File: src/rtl/poly_voice_engine.sv
// Time-multiplexed polyphonic oscillator/mixer: per-voice phase accumulators scanned once
// per sample period through a 3-stage read / wave / multiply-accumulate pipeline.
module poly_voice_engine #(
    parameter int unsigned N_VOICES      = 8,
    parameter int unsigned IDX_W         = 8,
    parameter int unsigned PHASE_W       = 32,
    parameter int unsigned SAMPLE_W      = 24,
    parameter int unsigned SAMPLE_PERIOD = 1042
) (
    input  logic                       i_clk,
    input  logic                       i_reset,
    input  logic                       i_SPI_flag,
    input  logic                       i_SPI_note_status,
    input  logic [IDX_W-1:0]           i_SPI_voice_index,
    input  logic [PHASE_W-1:0]         i_SPI_tuning_code,
    input  logic [6:0]                 i_SPI_velocity,
    input  logic [1:0]                 i_wave_sel,
    output logic signed [SAMPLE_W-1:0] o_mixed_sample,
    output logic                       o_sample_valid,
    output logic [IDX_W:0]             o_active_count
);
    localparam int unsigned VIDX_W = (N_VOICES > 1) ? $clog2(N_VOICES) : 1;
    localparam int unsigned ACC_W  = 24 + $clog2(N_VOICES);
    localparam int unsigned CMP_W  = ((ACC_W > SAMPLE_W) ? ACC_W : SAMPLE_W) + 1;
    localparam int unsigned TICK_W = $clog2(SAMPLE_PERIOD);

    localparam logic [IDX_W:0]           N_LIM     = (IDX_W+1)'(N_VOICES);
    localparam logic [IDX_W:0]           CNT_ONE   = (IDX_W+1)'(1);
    localparam logic [TICK_W-1:0]        TICK_LAST = TICK_W'(SAMPLE_PERIOD - 1);
    localparam logic [TICK_W-1:0]        TICK_ONE  = TICK_W'(1);
    localparam logic [VIDX_W-1:0]        SCAN_LAST = VIDX_W'(N_VOICES - 1);
    localparam logic [VIDX_W-1:0]        SCAN_ONE  = VIDX_W'(1);
    localparam logic signed [CMP_W-1:0]  SAT_MAX   = CMP_W'((longint'(1) << (SAMPLE_W - 1)) - 1);
    localparam logic signed [CMP_W-1:0]  SAT_MIN   = ~SAT_MAX;

    typedef enum logic [1:0] {S_IDLE, S_SCAN, S_DRAIN, S_OUT} state_t;

    state_t                     state_q, state_d;
    logic [TICK_W-1:0]          tick_q, tick_d;
    logic [VIDX_W-1:0]          scan_q, scan_d;
    logic                       drain_q, drain_d;
    logic [IDX_W:0]             count_q, count_d;

    logic                       gate_q  [N_VOICES];
    logic                       gate_d  [N_VOICES];
    logic [PHASE_W-1:0]         tune_q  [N_VOICES];
    logic [PHASE_W-1:0]         tune_d  [N_VOICES];
    logic [PHASE_W-1:0]         phase_q [N_VOICES];
    logic [PHASE_W-1:0]         phase_d [N_VOICES];
    logic [6:0]                 vel_q   [N_VOICES];
    logic [6:0]                 vel_d   [N_VOICES];

    logic                       s2_valid_q, s2_valid_d;
    logic [VIDX_W-1:0]          s2_idx_q, s2_idx_d;
    logic                       s2_gate_q, s2_gate_d;
    logic [PHASE_W-1:0]         s2_tune_q, s2_tune_d;
    logic [PHASE_W-1:0]         s2_phase_q, s2_phase_d;
    logic [6:0]                 s2_vel_q, s2_vel_d;
    logic                       s2_kill_q, s2_kill_d;

    logic                       s3_valid_q, s3_valid_d;
    logic signed [15:0]         s3_wave_q, s3_wave_d;
    logic [6:0]                 s3_vel_q, s3_vel_d;

    logic signed [ACC_W-1:0]    acc_q, acc_d;
    logic signed [SAMPLE_W-1:0] sample_q, sample_d;
    logic                       valid_q, valid_d;

    logic                       cmd_ok;
    logic [VIDX_W-1:0]          cmd_v;
    logic [15:0]                p;
    logic [15:0]                tri_u;
    logic signed [15:0]         wave;
    logic signed [7:0]          vel_s;
    logic signed [23:0]         prod;
    logic signed [CMP_W-1:0]    acc_ext;

    always_comb begin
        state_d    = state_q;
        tick_d     = (tick_q == TICK_LAST) ? '0 : tick_q + TICK_ONE;
        scan_d     = scan_q;
        drain_d    = drain_q;
        count_d    = count_q;
        gate_d     = gate_q;
        tune_d     = tune_q;
        phase_d    = phase_q;
        vel_d      = vel_q;
        acc_d      = acc_q;
        sample_d   = sample_q;
        valid_d    = 1'b0;

        cmd_ok = i_SPI_flag && ({1'b0, i_SPI_voice_index} < N_LIM);
        cmd_v  = i_SPI_voice_index[VIDX_W-1:0];

        // Stage 3: velocity gain and accumulate
        vel_s = {1'b0, s3_vel_q};
        prod  = s3_wave_q * vel_s;
        if (s3_valid_q) begin
            acc_d = acc_q + ACC_W'(prod);
        end

        // Stage 2: waveform from the phase captured at stage 1, then advance it
        p     = s2_phase_q[PHASE_W-1 -: 16];
        tri_u = {p[14:0], 1'b0} ^ 16'h8000;
        case (i_wave_sel)
            2'd0:    wave = {~p[15], p[14:0]};
            2'd1:    wave = p[15] ? 16'sh8000 : 16'sh7FFF;
            2'd2:    wave = p[15] ? ~tri_u : tri_u;
            default: wave = '0;
        endcase
        s3_valid_d = s2_valid_q;
        s3_vel_d   = s2_vel_q;
        s3_wave_d  = s2_gate_q ? wave : '0;
        if (s2_valid_q && s2_gate_q && !s2_kill_q) begin
            phase_d[s2_idx_q] = s2_phase_q + s2_tune_q;
        end

        // Stage 1: capture voice state; a same-cycle command suppresses the later write-back
        s2_valid_d = (state_q == S_SCAN);
        s2_idx_d   = scan_q;
        s2_gate_d  = gate_q[scan_q];
        s2_tune_d  = tune_q[scan_q];
        s2_phase_d = phase_q[scan_q];
        s2_vel_d   = vel_q[scan_q];
        s2_kill_d  = cmd_ok && (cmd_v == scan_q);

        // Commands are applied last so they take priority over the scan write-back
        if (cmd_ok) begin
            if (i_SPI_note_status) begin
                gate_d[cmd_v]  = 1'b1;
                phase_d[cmd_v] = '0;
                tune_d[cmd_v]  = i_SPI_tuning_code;
                vel_d[cmd_v]   = i_SPI_velocity;
                if (!gate_q[cmd_v]) count_d = count_q + CNT_ONE;
            end else begin
                gate_d[cmd_v] = 1'b0;
                if (gate_q[cmd_v]) count_d = count_q - CNT_ONE;
            end
        end

        acc_ext = CMP_W'(acc_q);
        case (state_q)
            S_IDLE: begin
                if (tick_q == '0) begin
                    state_d = S_SCAN;
                    scan_d  = '0;
                    acc_d   = '0;
                end
            end
            S_SCAN: begin
                scan_d = scan_q + SCAN_ONE;
                if (scan_q == SCAN_LAST) begin
                    state_d = S_DRAIN;
                    drain_d = 1'b0;
                end
            end
            S_DRAIN: begin
                drain_d = 1'b1;
                if (drain_q) state_d = S_OUT;
            end
            default: begin
                if (acc_ext > SAT_MAX)      sample_d = SAT_MAX[SAMPLE_W-1:0];
                else if (acc_ext < SAT_MIN) sample_d = SAT_MIN[SAMPLE_W-1:0];
                else                        sample_d = acc_ext[SAMPLE_W-1:0];
                valid_d = 1'b1;
                state_d = S_IDLE;
            end
        endcase
    end

    always_ff @(posedge i_clk) begin
        if (i_reset) begin
            state_q    <= S_IDLE;
            tick_q     <= '0;
            scan_q     <= '0;
            drain_q    <= 1'b0;
            count_q    <= '0;
            gate_q     <= '{default: '0};
            tune_q     <= '{default: '0};
            phase_q    <= '{default: '0};
            vel_q      <= '{default: '0};
            s2_valid_q <= 1'b0;
            s2_idx_q   <= '0;
            s2_gate_q  <= 1'b0;
            s2_tune_q  <= '0;
            s2_phase_q <= '0;
            s2_vel_q   <= '0;
            s2_kill_q  <= 1'b0;
            s3_valid_q <= 1'b0;
            s3_wave_q  <= '0;
            s3_vel_q   <= '0;
            acc_q      <= '0;
            sample_q   <= '0;
            valid_q    <= 1'b0;
        end else begin
            state_q    <= state_d;
            tick_q     <= tick_d;
            scan_q     <= scan_d;
            drain_q    <= drain_d;
            count_q    <= count_d;
            gate_q     <= gate_d;
            tune_q     <= tune_d;
            phase_q    <= phase_d;
            vel_q      <= vel_d;
            s2_valid_q <= s2_valid_d;
            s2_idx_q   <= s2_idx_d;
            s2_gate_q  <= s2_gate_d;
            s2_tune_q  <= s2_tune_d;
            s2_phase_q <= s2_phase_d;
            s2_vel_q   <= s2_vel_d;
            s2_kill_q  <= s2_kill_d;
            s3_valid_q <= s3_valid_d;
            s3_wave_q  <= s3_wave_d;
            s3_vel_q   <= s3_vel_d;
            acc_q      <= acc_d;
            sample_q   <= sample_d;
            valid_q    <= valid_d;
        end
    end

    assign o_mixed_sample = sample_q;
    assign o_sample_valid = valid_q;
    assign o_active_count = count_q;
endmodule

File: config.mk
export PLATFORM = sky130hd
export DESIGN_NAME = poly_voice_engine
export DESIGN_NICKNAME = d
export VERILOG_FILES = /design/src/rtl/poly_voice_engine.sv
export SDC_FILE = /design/constraint.sdc
export NUM_CORES = 2
export LEC_CHECK = 0
export BUFFER_PORTS_ARGS = -buffer_cell sky130_fd_sc_hd__buf_4
export CAP_MARGIN = 0
export CORE_MARGIN = 10
export CORE_UTILIZATION = 40
export CTS_CLUSTER_DIAMETER = 200
export CTS_CLUSTER_SIZE = 24
export DETAILED_ROUTE_END_ITERATION = 12
export HOLD_SLACK_MARGIN = 0.03
export PLACE_DENSITY = 0.54
export SLEW_MARGIN = 20
export SYNTH_ARGS = -nofsm -noshare
export SYNTH_HDL_FRONTEND = slang
export SYNTH_SLANG_ARGS = --single-unit
File: constraint.sdc
create_clock -name i_clk -period 7.4 [get_ports i_clk]
set_input_delay 0.74 -clock i_clk [delete_from_list [all_inputs] [get_ports i_clk]]
set_output_delay 0.74 -clock i_clk [all_outputs]
set_load 0.01 [all_outputs]
==> out/results.tsv <==
stage	metric	value	unit
logic_synthesis	synth-edff-count	0	
critical_path	r2r-start	s3_vel_q[1]$_SDFF_PP0_	
sta	drv_slew	0	
sta	setup-violations-final	0	
critical_path	cp_num_buf_inv	4	
cts	cts_tree	yes	
logic_synthesis	ys_ff_latch	755	
logic_synthesis	yosysTopAreaCellShare	39.8	%
drt	wl_per_cell	20.3	µm
drt	routed_wirelength	112	mm
global_route	grt_pass1_wl	172	mm
worst_hold_path	min_to	tune_q[88]$_SDFFE_PP0P_	
placed_design	port_buffers	86	
drt	vias	29500	
cts	hold_buffers	0	
sta	period_minus_slack	5810	ps
floorplanning	die_area	108000	µm²
floorplanning	core_area	93700	µm²
global_route	grt_max_degree	179	
cts	insertion_delay	610	ps
critical_path	cp.depth	18	
logic_synthesis	synth_common_cells	1,015 x nand2_1, 755 x dfxtp_1, 651 x a21oi_1, 315 x nor2_1	
layout	area_growth	6.30	%
layout	n_antenna_cell	0	
critical_path	arrival	6360	ps
global_route	grt_use_total	20.2	%
drt	drt_iter0_drc	2245	
logic_synthesis	ys_seq_area_share	39.8	%
logic_synthesis	syn_area_per_cell	8.61	µm²
cts	cts.sinks	755	
sta	hold_violations	0	
critical_path	crit_chain	nand2_1 -> fa_1 -> inv_1 -> fa_1 -> inv_1 -> fa_1 -> fa_1 -> inv_1 -> ha_1 -> inv_1 -> o21a_1 -> o21ai_0 -> a31oi_1 -> o21ai_0 -> a41o_1 -> a21oi_1 -> or4b_2 -> nand3_1	
sta	fmaxAchievable	172	MHz
critical_path	crit_type	reg2reg	
worst_hold_path	min-delay-start	i_SPI_tuning_code[24]	
power	leakage	14.7	nW
floorplanning	fp.dieW	328	µm
cts	post-cts-setup-buffer-count	0	
cts	root_buffer	clkbuf_16	
critical_path	rr_worst_depth	18	
sta	whs	410	ps
job	drv_cap	0	
critical_path	reg2reg_slack	1590	ps
sta	rsz0062_at_grt	no	
logic_synthesis	syn_inst	4407	
global_route	grt_pass1_vias	28500	
logic_synthesis	ys_async_sr_fraction	0	%
worst_hold_path	hp-class	in2reg	
critical_path	slowest_stage	dfxtp_1	
sta	clock_skew	22.2	ps
layout	nets	4528	
floorplanning	dieHeight	328	µm
power	ir_drop	0.000158	V
sta	slew_headroom	24.9	%
sta	tightestPinTransition	1130	ps
floorplanning	start_util	40.5	%
logic_synthesis	netlist_area	37900	µm²
cts	cts_max_path_buffers	3	
placed_design	dp_hpwl	66.4	mm
cts	clkTransAtPathRegs	100	ps
logic_synthesis	synth.most_common_cell	nand2_1	
placed_design	gp_congestion	0.810	
critical_path	cp_top_family	adder cells	
logic_synthesis	synth_ff_type	dfxtp_1	
run_status	outcome	finished clean	
sta	fin_tns_setup	0	ps
global_route	grt_antenna_before_repair	3	
worst_hold_path	min_path_cells	3	
critical_path	max_stage_delay	730	ps
logic_synthesis	synthTopCellsByArea	dfxtp_1 40%, nand2_1 10%, mux4_2 8.6%	
floorplanning	rows	112	
global_route	overflow	0	
logic_synthesis	synth_top_area_cell	dfxtp_1	
cts	cts-buffers-inserted	37	
power	power_density	173	nW/µm²
placed_design	placed_area	39300	µm²
sta	fin_crit_sh	78.5	%
cts	ctsResizeCount	0	
logic_synthesis	yosysUniqueCellTypes	69	
drt	drtPass1Iterations	7	
drt	drtAntennaViolNets	0	
critical_path	timing.rr.end	acc_q[23]$_SDFF_PP0_	
critical_path	cp_max_fo	16	
critical_path	required	7950	ps
floorplanning	io_pins	87	
layout	final_area	40300	µm²
drt	viasPerCell	5.37	
logic_synthesis	yosysWarnings	0	
cts	htreeDepth	2	
logic_synthesis	synth_nets	4686	
critical_path	critPathLaunchType	flop	
layout	layout-drive-gt1-share	8.72	%
drt	drc	0	
critical_path	cp-end-kind	flop	
==> final cells by class <==
cell class                      instances  area (µm²)
Clock buffer                           40         958
Clock inverter                          3        52.6
Fill cell                            9365       53400
Inverter                              217         815
Multi-Input combinational cell       3104       20800
Sequential cell                       755       15100
Tap cell                             1254        1570
Timing Repair Buffer                  134        1050
==> report_power, final <==
part / switching, mW / internal (mW) / total (mW)
combinational: 0.316 / 0.186 / 0.502
sequential: 0.0559 / 4.07 / 4.13
clock: 1.38 / 0.943 / 2.33
==> worst max path at each step <==
stage                                 from                   end  slack, ps
finish              s3_vel_q[1]$_SDFF_PP0_  acc_q[23]$_SDFF_PP0_       1590
global route        s3_vel_q[1]$_SDFF_PP0_  acc_q[23]$_SDFF_PP0_       1130
CTS                 s3_vel_q[0]$_SDFF_PP0_  acc_q[23]$_SDFF_PP0_       1610
detailed placement  s3_vel_q[1]$_SDFF_PP0_  acc_q[23]$_SDFF_PP0_       1650
global placement    s3_vel_q[0]$_SDFF_PP0_  acc_q[23]$_SDFF_PP0_       1650
floorplan           s3_vel_q[0]$_SDFF_PP0_  acc_q[23]$_SDFF_PP0_       2310
==> per-stage QoR <==
stage	setup WS, ps	util, %	instances	total power [mW]
3_3_place_gp	1650	41.9	5464	4.73
6_report	1590	43.0	5507	6.96
4_1_cts	1610	43.0	5507	7.05
2_1_floorplan	2310	-	4407	4.59
5_1_grt	1130	43.0	5507	7.22
3_5_place_dp	1650	41.9	5464	4.73
==> kinds of logic after synthesis <==
kind of cell               after synthesis  synth area share, %
muxes                                  259                 11.6
and+or+nand+nor                       1694                 19.0
xor gates and xnor gates                68                 1.57
AOI/OAI and AO/OA                      857                 12.2
buffers and inverters                  548                 5.85
adders and majority gates              226                 9.91
DFF                                    755                 39.8
==> per-layer routing <==
layer	up-vias	global-route usage [%]	part of all wire [%]
met4	6	4.02	1.6
li1	14300	-	-
met5	-	0	0.032
met1	14400	27.3	44
met3	116	2.53	5.7
met2	745	34.3	48
==> tightest hold or removal path, cell delays in order <==
cell and delay [ps]:
buf_4 140, nand2_1 50, a21oi_1 50
==> cells in the final DEF, fill, tap and decap left out, drive strengths merged, types with 3 or more instances in the layout <==
cell	Yosys	layout
nand2	1015	1015
dfxtp	755	755
a21oi	651	651
nor2	316	316
inv	217	218
mux4	145	145
buf	113	134
fa	124	124
mux2i	112	112
ha	102	102
and2	92	92
nand3	74	74
o21ai	68	68
xnor2	44	44
nand2b	42	42
clkbuf	218	40
a21o	38	38
nor3	37	37
nor2b	25	25
xor2	24	24
nand4	17	17
and3	17	17
o21bai	16	16
a31oi	15	15
or3	15	15
o22ai	14	14
a211oi	13	13
or4	12	12
o21a	9	9
nand3b	8	8
o211ai	7	7
or2	4	4
and4	4	4
nor3b	4	4
a22oi	4	4
a2111oi	3	3
and4b	3	3
a21boi	3	3
==> state kept, by name, indices dropped and copies added (netlist names), 9 cells and up, named ones only <==
name	count
phase_q	256
tune_q	256
vel_q	56
s2_phase_q	32
s2_tune_q	32
acc_q	27
o_mixed_sample	24
s3_wave_q	16
tick_q	11
o_active_count	9
(Power assumes the default switching activity.)
